## config.mk

```make
export PLATFORM = sky130hd
export DESIGN_NAME = eth_tx_arbiter
export DESIGN_NICKNAME = d
export VERILOG_FILES = /design/src/rtl/eth_tx_arbiter.sv
export SDC_FILE = /design/constraint.sdc
export NUM_CORES = 1
export LEC_CHECK = 0
export CORE_ASPECT_RATIO = 1.75
export CORE_UTILIZATION = 39
export DETAILED_ROUTE_END_ITERATION = 8
export GPL_ROUTABILITY_DRIVEN = 0
export PLACE_DENSITY = 0.81
export SETUP_SLACK_MARGIN = 0.02
export SLEW_MARGIN = 20
export SYNTH_ARGS = -nofsm -noshare
export SYNTH_HDL_FRONTEND = slang
export SYNTH_SLANG_ARGS = --single-unit
```

## constraint.sdc

```tcl
create_clock -name s_axis_aclk -period 2.1 [get_ports s_axis_aclk]
set_input_delay 0.42 -clock s_axis_aclk [delete_from_list [all_inputs] [get_ports s_axis_aclk]]
set_output_delay 0.42 -clock s_axis_aclk [all_outputs]
set_load 0.01 [all_outputs]
```

## src/rtl/eth_tx_arbiter.sv

```systemverilog
// Two-source transmit arbiter in front of the Ethernet frame builder.
// Grants one AXI-stream payload source at a time (round-robin on ties),
// latches that source's destination MAC and EtherType for the framer,
// marks the first byte with tuser, caps the frame length and inserts a
// fixed inter-frame gap before the next grant.
module eth_tx_arbiter #(
    parameter int IFG_CYCLES = 12,   // idle cycles after each frame, 1..255
    parameter int MAX_LEN    = 1500  // max payload bytes per frame, 2..2047
) (
    input  logic        s_axis_aclk,
    input  logic        s_axis_aresetn,

    input  logic [47:0] s0_dst_mac,
    input  logic [15:0] s0_eth_type,
    input  logic [7:0]  s0_axis_tdata,
    input  logic        s0_axis_tvalid,
    input  logic        s0_axis_tlast,
    output logic        s0_axis_tready,

    input  logic [47:0] s1_dst_mac,
    input  logic [15:0] s1_eth_type,
    input  logic [7:0]  s1_axis_tdata,
    input  logic        s1_axis_tvalid,
    input  logic        s1_axis_tlast,
    output logic        s1_axis_tready,

    output logic [7:0]  m_axis_tdata,
    output logic        m_axis_tvalid,
    output logic        m_axis_tlast,
    output logic        m_axis_tuser,
    input  logic        m_axis_tready,

    output logic [47:0] dst_mac,
    output logic [15:0] eth_type,
    output logic [1:0]  grant,
    output logic        trunc_err
);

    typedef enum logic [1:0] {
        ST_IDLE,
        ST_XFER,
        ST_DROP,
        ST_GAP
    } state_t;

    state_t      state;
    state_t      state_nxt;

    logic [1:0]  grant_q;     // owner of the current frame, kept through DROP
    logic        rr_q;        // source granted last: 0 = s0, 1 = s1
    logic [10:0] byte_cnt;
    logic        first_beat;
    logic [7:0]  gap_cnt;
    logic        trunc_q;
    logic [47:0] dst_mac_q;
    logic [15:0] eth_type_q;

    logic        src_tvalid;
    logic        src_tlast;
    logic [7:0]  src_tdata;
    logic        req_any;
    logic        win;         // 0 = s0 wins, 1 = s1 wins
    logic        at_max;
    logic        gap_done;
    logic        hs;
    logic        trunc_now;

    assign req_any   = s0_axis_tvalid | s1_axis_tvalid;
    // A lone requester wins; on a tie the source that was not granted last wins.
    assign win       = (s0_axis_tvalid & s1_axis_tvalid) ? ~rr_q : s1_axis_tvalid;
    assign at_max    = (byte_cnt == 11'(MAX_LEN - 1));
    assign gap_done  = (gap_cnt == 8'(IFG_CYCLES - 1));
    assign hs        = (state == ST_XFER) & src_tvalid & m_axis_tready;
    assign trunc_now = hs & ~src_tlast & at_max;

    assign dst_mac   = dst_mac_q;
    assign eth_type  = eth_type_q;
    assign trunc_err = trunc_q;

    // Select the granted source's stream signals.
    always_comb begin
        src_tvalid = grant_q[1] ? s1_axis_tvalid : s0_axis_tvalid;
        src_tlast  = grant_q[1] ? s1_axis_tlast  : s0_axis_tlast;
        src_tdata  = grant_q[1] ? s1_axis_tdata  : s0_axis_tdata;
    end

    // State register.
    always_ff @(posedge s_axis_aclk or negedge s_axis_aresetn) begin
        if (!s_axis_aresetn) begin
            state <= ST_IDLE;
        end else begin
            // NOTE: registers take non-blocking assignments so every flop
            // samples pre-edge values regardless of block ordering.
            state <= state_nxt;
        end
    end

    // Next-state decode and the combinational stream/handshake outputs.
    always_comb begin
        // NOTE: every output gets a default first so no path infers a latch.
        state_nxt      = state;
        grant          = 2'b00;
        m_axis_tdata   = 8'h00;
        m_axis_tvalid  = 1'b0;
        m_axis_tlast   = 1'b0;
        m_axis_tuser   = 1'b0;
        s0_axis_tready = 1'b0;
        s1_axis_tready = 1'b0;
        case (state)
            ST_IDLE: begin
                if (req_any) state_nxt = ST_XFER;
            end
            ST_XFER: begin
                grant          = grant_q;
                m_axis_tdata   = src_tdata;
                m_axis_tvalid  = src_tvalid;
                m_axis_tlast   = src_tvalid & (src_tlast | at_max);
                m_axis_tuser   = src_tvalid & first_beat;
                s0_axis_tready = grant_q[0] & m_axis_tready;
                s1_axis_tready = grant_q[1] & m_axis_tready;
                if (hs) begin
                    if (src_tlast)   state_nxt = ST_GAP;
                    else if (at_max) state_nxt = ST_DROP;
                end
            end
            ST_DROP: begin
                // Swallow the rest of an over-length frame from its owner.
                s0_axis_tready = grant_q[0];
                s1_axis_tready = grant_q[1];
                if (src_tvalid & src_tlast) state_nxt = ST_GAP;
            end
            ST_GAP: begin
                if (gap_done) state_nxt = ST_IDLE;
            end
            default: state_nxt = ST_IDLE;
        endcase
    end

    // Grant, frame header latches, byte/gap counters and truncation pulse.
    always_ff @(posedge s_axis_aclk or negedge s_axis_aresetn) begin
        if (!s_axis_aresetn) begin
            grant_q    <= 2'b00;
            rr_q       <= 1'b1;
            byte_cnt   <= '0;
            first_beat <= 1'b0;
            gap_cnt    <= '0;
            trunc_q    <= 1'b0;
            dst_mac_q  <= '0;
            eth_type_q <= '0;
        end else begin
            trunc_q <= trunc_now;
            gap_cnt <= (state == ST_GAP) ? gap_cnt + 8'd1 : 8'd0;
            if (state == ST_IDLE && req_any) begin
                grant_q    <= win ? 2'b10 : 2'b01;
                rr_q       <= win;
                dst_mac_q  <= win ? s1_dst_mac  : s0_dst_mac;
                eth_type_q <= win ? s1_eth_type : s0_eth_type;
                byte_cnt   <= '0;
                first_beat <= 1'b1;
            end else if (hs) begin
                byte_cnt   <= byte_cnt + 11'd1;
                first_beat <= 1'b0;
            end
        end
    end

endmodule

```

==> summary by stage, run 1 <==
Cells and area
Compared with the post-synthesis result, the final layout area differs by 70.4%. In the final layout, the share of cells above drive strength 1 is 0.104. The layout net count is 777. After filler insertion, the fill cell instance count of the layout stands at 767. The repair_antennas step left the layout with diodes totalling 0. The final design area excluding fillers is 7170 um2.

STA
The count of final setup violators is 0. The routed design could run at a clock period as short as 2.03 ns. The setup clock skew after layout is 0.00502 ns. The total count of hold-check failures in the final report is 0. The number of pins with negative max-slew slack in the final report is 0. In the finished design, the share of the clock period the worst path needs comes to 0.967. Derived from the worst setup path, the maximum achievable clock frequency is 492 MHz. The measured slew at the worst slew-check pin is 0.444 ns.

Setup repair after global routing left no endpoint under its margin. The worst relative slew slack is 0.704.

Clocking
The clock tree synthesis step divided the H-tree into 3 levels. The longest clock path from root to sink contains 2 buffers. TritonCTS built the clock tree. Clock latency on the worst-skew pair, taken at its later pin, is 0.33 ns. The clock transition time at the flip-flop clock pins of the worst setup and hold paths is 0.06 ns.

The root buffer selected by CTS is sky130_fd_sc_hd__clkbuf_16. CTS saw 90 sinks. TritonCTS created 9 clock buffers.

In this run, post-CTS hold repair placed 0 buffers.

Pwr
Dividing total power by cell area gives a power density of 1240 nW/um2. The share of power burned in the clock network is 0.176. The share of total power dissipated in combinational logic is 0.505. The leakage power of the design is 0.00334 uW. The switching power share of the total is 0.342. The part of the total power dissipated in sequential elements is 0.319. The total power is 8880 uW. IR analysis of the VDD net gives a maximum drop of 0.804 mV. The net switching power is 3030 uW.

The internal power is 5840 uW.

Worst setup path
The largest stage delay on the critical path is 0.42 ns. Of all nets on the critical path, the largest fanout is 4. STA puts the critical path data required time at 1.68 ns. STA classifies the critical path endpoint as an output port. On the critical path, the stage with the largest delay is an instance of sky130_fd_sc_hd__dfrtp_1.

The category of the critical setup timing path is reg -> out. The arrival time at the worst endpoint is 1.61 ns. The critical path goes through buf_6 > inv_2 > ha_2 > o21a_1 > and2_1 > buf_2.

The number of cells on the worst reg-to-reg path is 7. The type of origin of the critical path is a flop.

Global route
For this run the aggregate overflow at the end of global routing stands at 0. The pin count of the biggest net entering global routing is 42. The initial antenna violation count is 0. For this run, the total global-route usage over all layers was measured as 0.241.

The wire length of the first global-routing pass is 20.7 mm. The number of global-route vias before repair is 4327.

Detailed routing
The total met2 wirelength after detailed routing is 7.42 mm. The number of detailed-route iterations in the first pass is 8. The DRC violation count after routing is 0. In the routed layout, each cell is associated on average with a via count of 5.50. For this block, the initial DRC count from the detailed router was 538.

Summed over all layers, the routed wires come to 13.4 mm. Dividing the detail-routed wire length by the instance count gives 17.8 um. The routed length on met1 is 4.60 mm. The routed wire length on met3 is 890 um. The detailed router placed 4138 vias in this run. The count of nets left with antenna violations once routing finished came out at 0. The highest layer used for signal routing is met4.

Yosys
The number of nets in the synthesized netlist is 539. For this run, the number of Yosys warnings is 0. The synthesized netlist occupies a cell area of 4210 um2. The register area share after synthesis is 0.536. The number of distinct library cells after synthesis is 43.

In this run, synthesis produced a sequential element count of 90. The number of instances in the synthesized netlist is 382. Averaged over all synthesized cells, the footprint is 11.0 um2.

Die
The full die area is 11200 um2. The cell row count is 49. The height of the chip is 139 um. The initial utilization of the core area, before any placement, comes to 0.406. Measured along the x axis, the die boundary spans 80.5 um.

The core region is 10400 um2. The count of boundary I/O pins is 231.

Run status
The run finished with clean final reports.

Place
Once detailed placement completed, the half-perimeter wirelength came to 10.1 mm. The cell area after placement is 6810 um2. The count of port buffers added during placement is 230.

Flow run
The total of max-cap violations is 0.

Worst hold path
In this run the worst hold path is classified as in -> async.
Yosys cell counts:
cell type | number | area, um2
sky130_fd_sc_hd__dfrtp_1 | 89 | 2230
sky130_fd_sc_hd__inv_1 | 70 | 263
sky130_fd_sc_hd__a222oi_1 | 64 | 641
sky130_fd_sc_hd__and2_1 | 16 | 100
sky130_fd_sc_hd__buf_2 | 13 | 65.1
sky130_fd_sc_hd__nand2_1 | 13 | 48.8
sky130_fd_sc_hd__clkbuf_1 | 12 | 45.0
sky130_fd_sc_hd__nor2_1 | 11 | 41.3
sky130_fd_sc_hd__nor2b_1 | 11 | 68.8
sky130_fd_sc_hd__xnor2_1 | 9 | 78.8
sky130_fd_sc_hd__mux2i_1 | 8 | 80.1
sky130_fd_sc_hd__nand3_1 | 8 | 40.0
sky130_fd_sc_hd__ha_1 | 6 | 75.1
sky130_fd_sc_hd__xor2_1 | 6 | 52.6
sky130_fd_sc_hd__and3_1 | 4 | 25.0
sky130_fd_sc_hd__nor3_1 | 4 | 20.0
sky130_fd_sc_hd__a21o_1 | 3 | 22.5
sky130_fd_sc_hd__a21oi_1 | 3 | 15.0
sky130_fd_sc_hd__mux2_2 | 3 | 33.8
sky130_fd_sc_hd__o21a_1 | 3 | 22.5
sky130_fd_sc_hd__nand4_1 | 2 | 12.5
sky130_fd_sc_hd__o21ai_0 | 2 | 10.0
sky130_fd_sc_hd__or3_1 | 2 | 12.5
sky130_fd_sc_hd__a211oi_1 | 1 | 7.51
sky130_fd_sc_hd__a211oi_2 | 1 | 12.5
sky130_fd_sc_hd__a22oi_1 | 1 | 7.51
sky130_fd_sc_hd__a31oi_1 | 1 | 6.26
sky130_fd_sc_hd__and2_2 | 1 | 7.51
sky130_fd_sc_hd__and3_2 | 1 | 7.51
sky130_fd_sc_hd__and4_1 | 1 | 8.76
sky130_fd_sc_hd__and4b_1 | 1 | 10.0
sky130_fd_sc_hd__buf_1 | 1 | 3.75
sky130_fd_sc_hd__buf_6 | 1 | 11.3
sky130_fd_sc_hd__dfstp_2 | 1 | 26.3
sky130_fd_sc_hd__nand4b_1 | 1 | 8.76
sky130_fd_sc_hd__nor2_2 | 1 | 6.26
sky130_fd_sc_hd__nor4b_4 | 1 | 23.8
sky130_fd_sc_hd__nor4bb_1 | 1 | 10.0
sky130_fd_sc_hd__o2111ai_1 | 1 | 8.76
sky130_fd_sc_hd__o211a_1 | 1 | 10.0
sky130_fd_sc_hd__o211ai_1 | 1 | 7.51
sky130_fd_sc_hd__o21ai_1 | 1 | 5.00
sky130_fd_sc_hd__o41ai_2 | 1 | 16.3
power groups by stage:
stage	Sequential [uW]	Combinational, uW	Clock [uW]
4_1_cts	2830	4390	1600
3_5_place_dp	2840	4380	0
3_3_place_gp	2810	4260	0
6_report	2840	4480	1560
2_1_floorplan	3040	1820	0
5_1_grt	2900	4840	1660
worst max-delay path: cells and delay by family (launching register included):
| kind | cells | cell delay (ns) |
|---|---|---|
| fa+ha+maj | 1 | 0.19 |
| simple gates | 1 | 0.15 |
| flops | 1 | 0.42 |
| compound gates | 1 | 0.19 |
| buf+inv | 3 | 0.31 |
state kept, by name, indices dropped and copies added (netlist names):
signal	flops
dst_mac	48
eth_type	16
byte_cnt	11
gap_cnt	8
grant_q	2
state	2
first_beat	1
rr_q	1
trunc_err	1
logic make-up after synthesis:
logic type	synth area share
fa+ha+maj	0.0179
xor+xnor	0.0312
mux	0.0271
flops	0.536
simple gates	0.107
buf+inv	0.0922
compound gates	0.188
layer usage:
metal	up-vias	global-route usage
li1	1876	-
met1	1993	0.259
met2	228	0.438
met3	41	0.0531
met4	0	0.102
met5	-	0
metrics by stage:
step | setup TNS (ns) | util | worst slack, ns | instances | hold WS [ns]
CTS | 0 | 0.687 | 0.0300 | 750 | 0.0369
detailed placement | -5.27 | 0.657 | -0.220 | 733 | 0.395
floorplan | 0 | - | 0.299 | 382 | 0.124
global placement | -2.23 | 0.657 | -0.201 | 733 | 0.390
finish | 0 | 0.692 | 0.0684 | 752 | 0.0230
global route | 0 | 0.692 | 0.0190 | 752 | 0.0576
path summary, 6_finish.rpt:
check                                          start                endpoint  slack (ns)
min in group s_axis_aclk        gap_cnt[0]$_DFF_PN0_    gap_cnt[0]$_DFF_PN0_        0.45
max in group asynchronous             s_axis_aresetn        rr_q$_DFFE_PN1P_        1.41
worst max register to register  state[0]$_DFFE_PN0P_    state[1]$_DFFE_PN0P_        0.14
worst max-delay path            state[0]$_DFFE_PN0P_          s1_axis_tready        0.07
worst min register to register  gap_cnt[0]$_DFF_PN0_    gap_cnt[0]$_DFF_PN0_        0.45
worst min-delay path                  s_axis_aresetn  dst_mac[4]$_DFFE_PN0P_        0.02
area by class of cell:
class                           count  area [um2]  area share
Clock buffer                       11         233      0.0325
Clock inverter                      5        55.1     0.00768
Inverter                           70         263      0.0367
Multi-Input combinational cell    195        1640       0.229
Sequential cell                    90        2250       0.315
Tap cell                          127         159      0.0222
Timing Repair Buffer              254        2560       0.358
what timing repair did:
action / in CTS / in global routing
pin swaps: 1 / 3
buffers inserted: 1 / 2
cloned: 0 / 0
resized for setup: 35 / 10
endpoints found under the setup margin: 15 / 8
cell usage in the layout (no fill, tap or decap), types with 11 or more instances in the layout:
cell,netlist,routed
sky130_fd_sc_hd__clkdlybuf4s50_1,0,214
sky130_fd_sc_hd__dfrtp_1,89,88
sky130_fd_sc_hd__inv_1,70,68
sky130_fd_sc_hd__a222oi_1,64,64
sky130_fd_sc_hd__and2_1,16,16
sky130_fd_sc_hd__buf_4,0,15
sky130_fd_sc_hd__nand2_1,13,13
sky130_fd_sc_hd__nor2b_1,11,11
sky130_fd_sc_hd__nor2_1,11,11
Note: power is estimated with default switching activity, not from simulation.
==> inputs of run 2 (changes only) <==
--- a/config.mk
+++ b/config.mk
@@ -6,10 +6,11 @@
 export NUM_CORES = 1
 export LEC_CHECK = 0
 export CORE_ASPECT_RATIO = 1.75
-export CORE_UTILIZATION = 39
+export CORE_UTILIZATION = 40
+export CTS_BUF_LIST = sky130_fd_sc_hd__clkbuf_8
 export DETAILED_ROUTE_END_ITERATION = 8
 export GPL_ROUTABILITY_DRIVEN = 0
-export PLACE_DENSITY = 0.81
+export PLACE_DENSITY = 0.83
 export SETUP_SLACK_MARGIN = 0.02
 export SLEW_MARGIN = 20
 export SYNTH_ARGS = -nofsm -noshare
==> run 2 against run 1 <==
- sequential cell count did not move
- utilization barely moved
- setup slack got worse by 0.038 ns
- clock skew rose by 0.0066 ns
- die area fell by 2.4%
- critical endpoint is now m_axis_tlast
- largest cell class unchanged
- largest power group unchanged
==> summary by stage, run 2 (synthesized netlist as in run 1, its figures left out) <==
Detailed routing
The average wire per cell in the routed design is 18.4 um. For this block, the routed nets add up to 13.8 mm of wire. The post-detailed-route count of antenna-violating nets is 0.

Dividing the detail-routed via count by the number of cells gives 5.54. The routed via count is 4166. The first TritonRoute pass finished after 6 iterations. The first routing iteration left 524 violations. The DRC violation count after routing is 0.

Cells and area
The post-route core utilization is 0.692. The antenna diode count is 0. The fraction of layout cells with a size suffix above 1 is 0.101. The most frequent standard cell in the layout excluding fill and tap cells is sky130_fd_sc_hd__clkdlybuf4s50_1. The final design area excluding fillers is 7090 um2. The synthesis-to-layout area growth is 68.5%. The register with the most flip-flops in the layout has 48 of them.

In the final design database the tool counted 777 nets. The top cell types in the final layout, fill and taps aside, are sky130_fd_sc_hd__clkdlybuf4s50_1 (214), sky130_fd_sc_hd__dfrtp_1 (89), sky130_fd_sc_hd__inv_1 (69).

Clocking
The CTS H-tree depth is 3. The number of hold buffers added after CTS is 0. For the worst-skew pair, the clock arrives at the later sink with an insertion delay of 0.35 ns. The clock net in this run drives a total of 90 sinks. TritonCTS built the clock tree. The number of buffers between clock root and the deepest sink is 2.

Clock-pin slew was measured on the worst setup and hold paths at 0.09 ns. The root buffer selected by CTS is sky130_fd_sc_hd__clkbuf_8. Clock tree synthesis inserted a total of 9 buffers.

Worst setup path
The number of cells on the worst reg-to-reg path is 7. The library cell contributing the largest single delay on the critical path is sky130_fd_sc_hd__dfrtp_1. The type of origin of the critical path is a flop. The worst register-to-register path ends at state[1]$_DFFE_PN0P_.

Counting both buffers and inverters, the worst setup path holds a total of 3. The critical path in this run is classified as reg -> out. The worst path required time is 1.68 ns. The signal on the critical path passes through buf_6 > buf_6 > mux2_4 > a31oi_4 > nor2b_1 > buf_2. Among cell families on the critical path, the largest total delay comes from flip-flops. The launching point of the worst reg2reg path is state[0]$_DFFE_PN0P_. The cell with the most instances on the worst path is sky130_fd_sc_hd__buf_6. The worst register-to-register path has a setup slack of 0.11 ns.

The worst setup path is captured at an output port. The maximum fanout encountered on the critical timing path is 2. In this design, the stage delay of the slowest critical-path cell is 0.41 ns. The arrival time at the worst endpoint is 1.65 ns.

Die
The floorplan step set the die width to 79.5 um. In this run the count of I/O pins placed on the die edge is 231. For this configuration, the core starts out at a cell density of 0.411. The area inside the core boundary is 10200 um2. The full die area is 10900 um2. The height of the chip is 138 um. Row generation in the floorplan step produced 49 rows.

STA
On the final layout, the worst hold slack is 0.0635 ns. Summed over all failing endpoints, the final setup total negative slack is 0 ns. The worst pin sits at a relative slew slack of 0.613. Setup violations remaining at the end of the flow were counted as 0. The final critical-path required period is 2.07 ns.

The number of pins with negative max-slew slack in the final report is 0. Setup repair after global routing could not meet its margin everywhere. The smallest setup slack after layout is 0.0300 ns. The measured slew at the worst slew-check pin is 0.581 ns. The upper clock frequency limit is 483 MHz. In the finished design, the share of the clock period the worst path needs comes to 0.986. The setup clock skew after layout is 0.0116 ns. The total count of hold-check failures in the final report was 0.

Place
The cell area after placement is 6800 um2. Buffers placed on the I/O ports in this run total 230. Detailed placement finished with a half-perimeter wire length of 10.5 mm.

OpenSTA, run right after detailed placement, puts the worst setup slack at -0.253 ns.

Global route
In the global route stage, overall resource usage came out at 0.254. The first global-routing pass estimated 21.1 mm of wire. The number of global-route vias before repair is 4351. The initial antenna violation count is 0.

The pin count of the biggest net entering global routing is 44. The leftover overflow at the end of global routing is 0.

Worst hold path
The min-delay analysis places its worst path in the category in -> async.

Pwr
Of the total power, the clock network draws 0.152. The peak supply drop is 0.759 mV. In this run the static leakage power is 0.00334 uW. Of the total power, the share spent switching nets is 0.350. The power per cell area is 1210 nW/um2.

The share of total power dissipated in combinational logic is 0.519. The internal power is 5580 uW. The analysis attributes to net switching a power of 3010 uW.

The part of the total power dissipated in sequential elements is 0.329.

Run status
The run finished with clean final reports.

Flow run
Max-cap violations in this run came to 0.
-- run 2: timing repair --
item / CTS / global route
pin swaps: 1 / 4
gates resized for setup: 28 / 11
buffers inserted: 3 / 1
endpoints found under the setup margin: 15 / 12
-- run 2: worst max path at each step --
stage	from	depth (start not counted)	slack, ns	endpoint
final	grant_q[1]$_DFFE_PN0P_	6	0.03	m_axis_tlast
after global routing	byte_cnt[0]$_DFFE_PN0P_	5	-0.05	m_axis_tlast
after CTS	grant_q[1]$_DFFE_PN0P_	6	-0.04	m_axis_tlast
after detailed placement	s0_axis_tvalid	5	-0.25	m_axis_tlast
after global placement	s0_axis_tvalid	5	-0.20	m_axis_tlast
after floorplan	state[0]$_DFFE_PN0P_	8	0.30	dst_mac[44]$_DFFE_PN0P_
-- run 2: final cells by class --
class / instances / area [um2]
clock buffer: 10 / 138
timing repair buffer: 254 / 2550
inverter: 70 / 263
fill: 738 / 3150
multi-input combinational: 195 / 1640
clock inverter: 6 / 81.3
sequential: 90 / 2250
tap: 127 / 159
-- run 2: power groups by stage --
| stage | logic [uW] | clock network, uW | registers, uW |
|---|---|---|---|
| 3_5_place_dp | 4420 | 0 | 2830 |
| 4_1_cts | 4420 | 1340 | 2820 |
| 5_1_grt | 4800 | 1410 | 2890 |
| 2_1_floorplan | 1820 | 0 | 3040 |
| 3_3_place_gp | 4270 | 0 | 2810 |
| 6_report | 4460 | 1300 | 2830 |
-- run 2: per-stage QoR --
step	instances	power [uW]
final	752	8590
after global routing	752	9100
after CTS	751	8580
after detailed placement	732	7250
after global placement	732	7080
after floorplan	382	4860
-- run 2: metal layers --
layer	GRT usage	wire, um
met5	0	0
met4	0.123	438
met3	0.0603	839
met2	0.474	7720
met1	0.258	4810
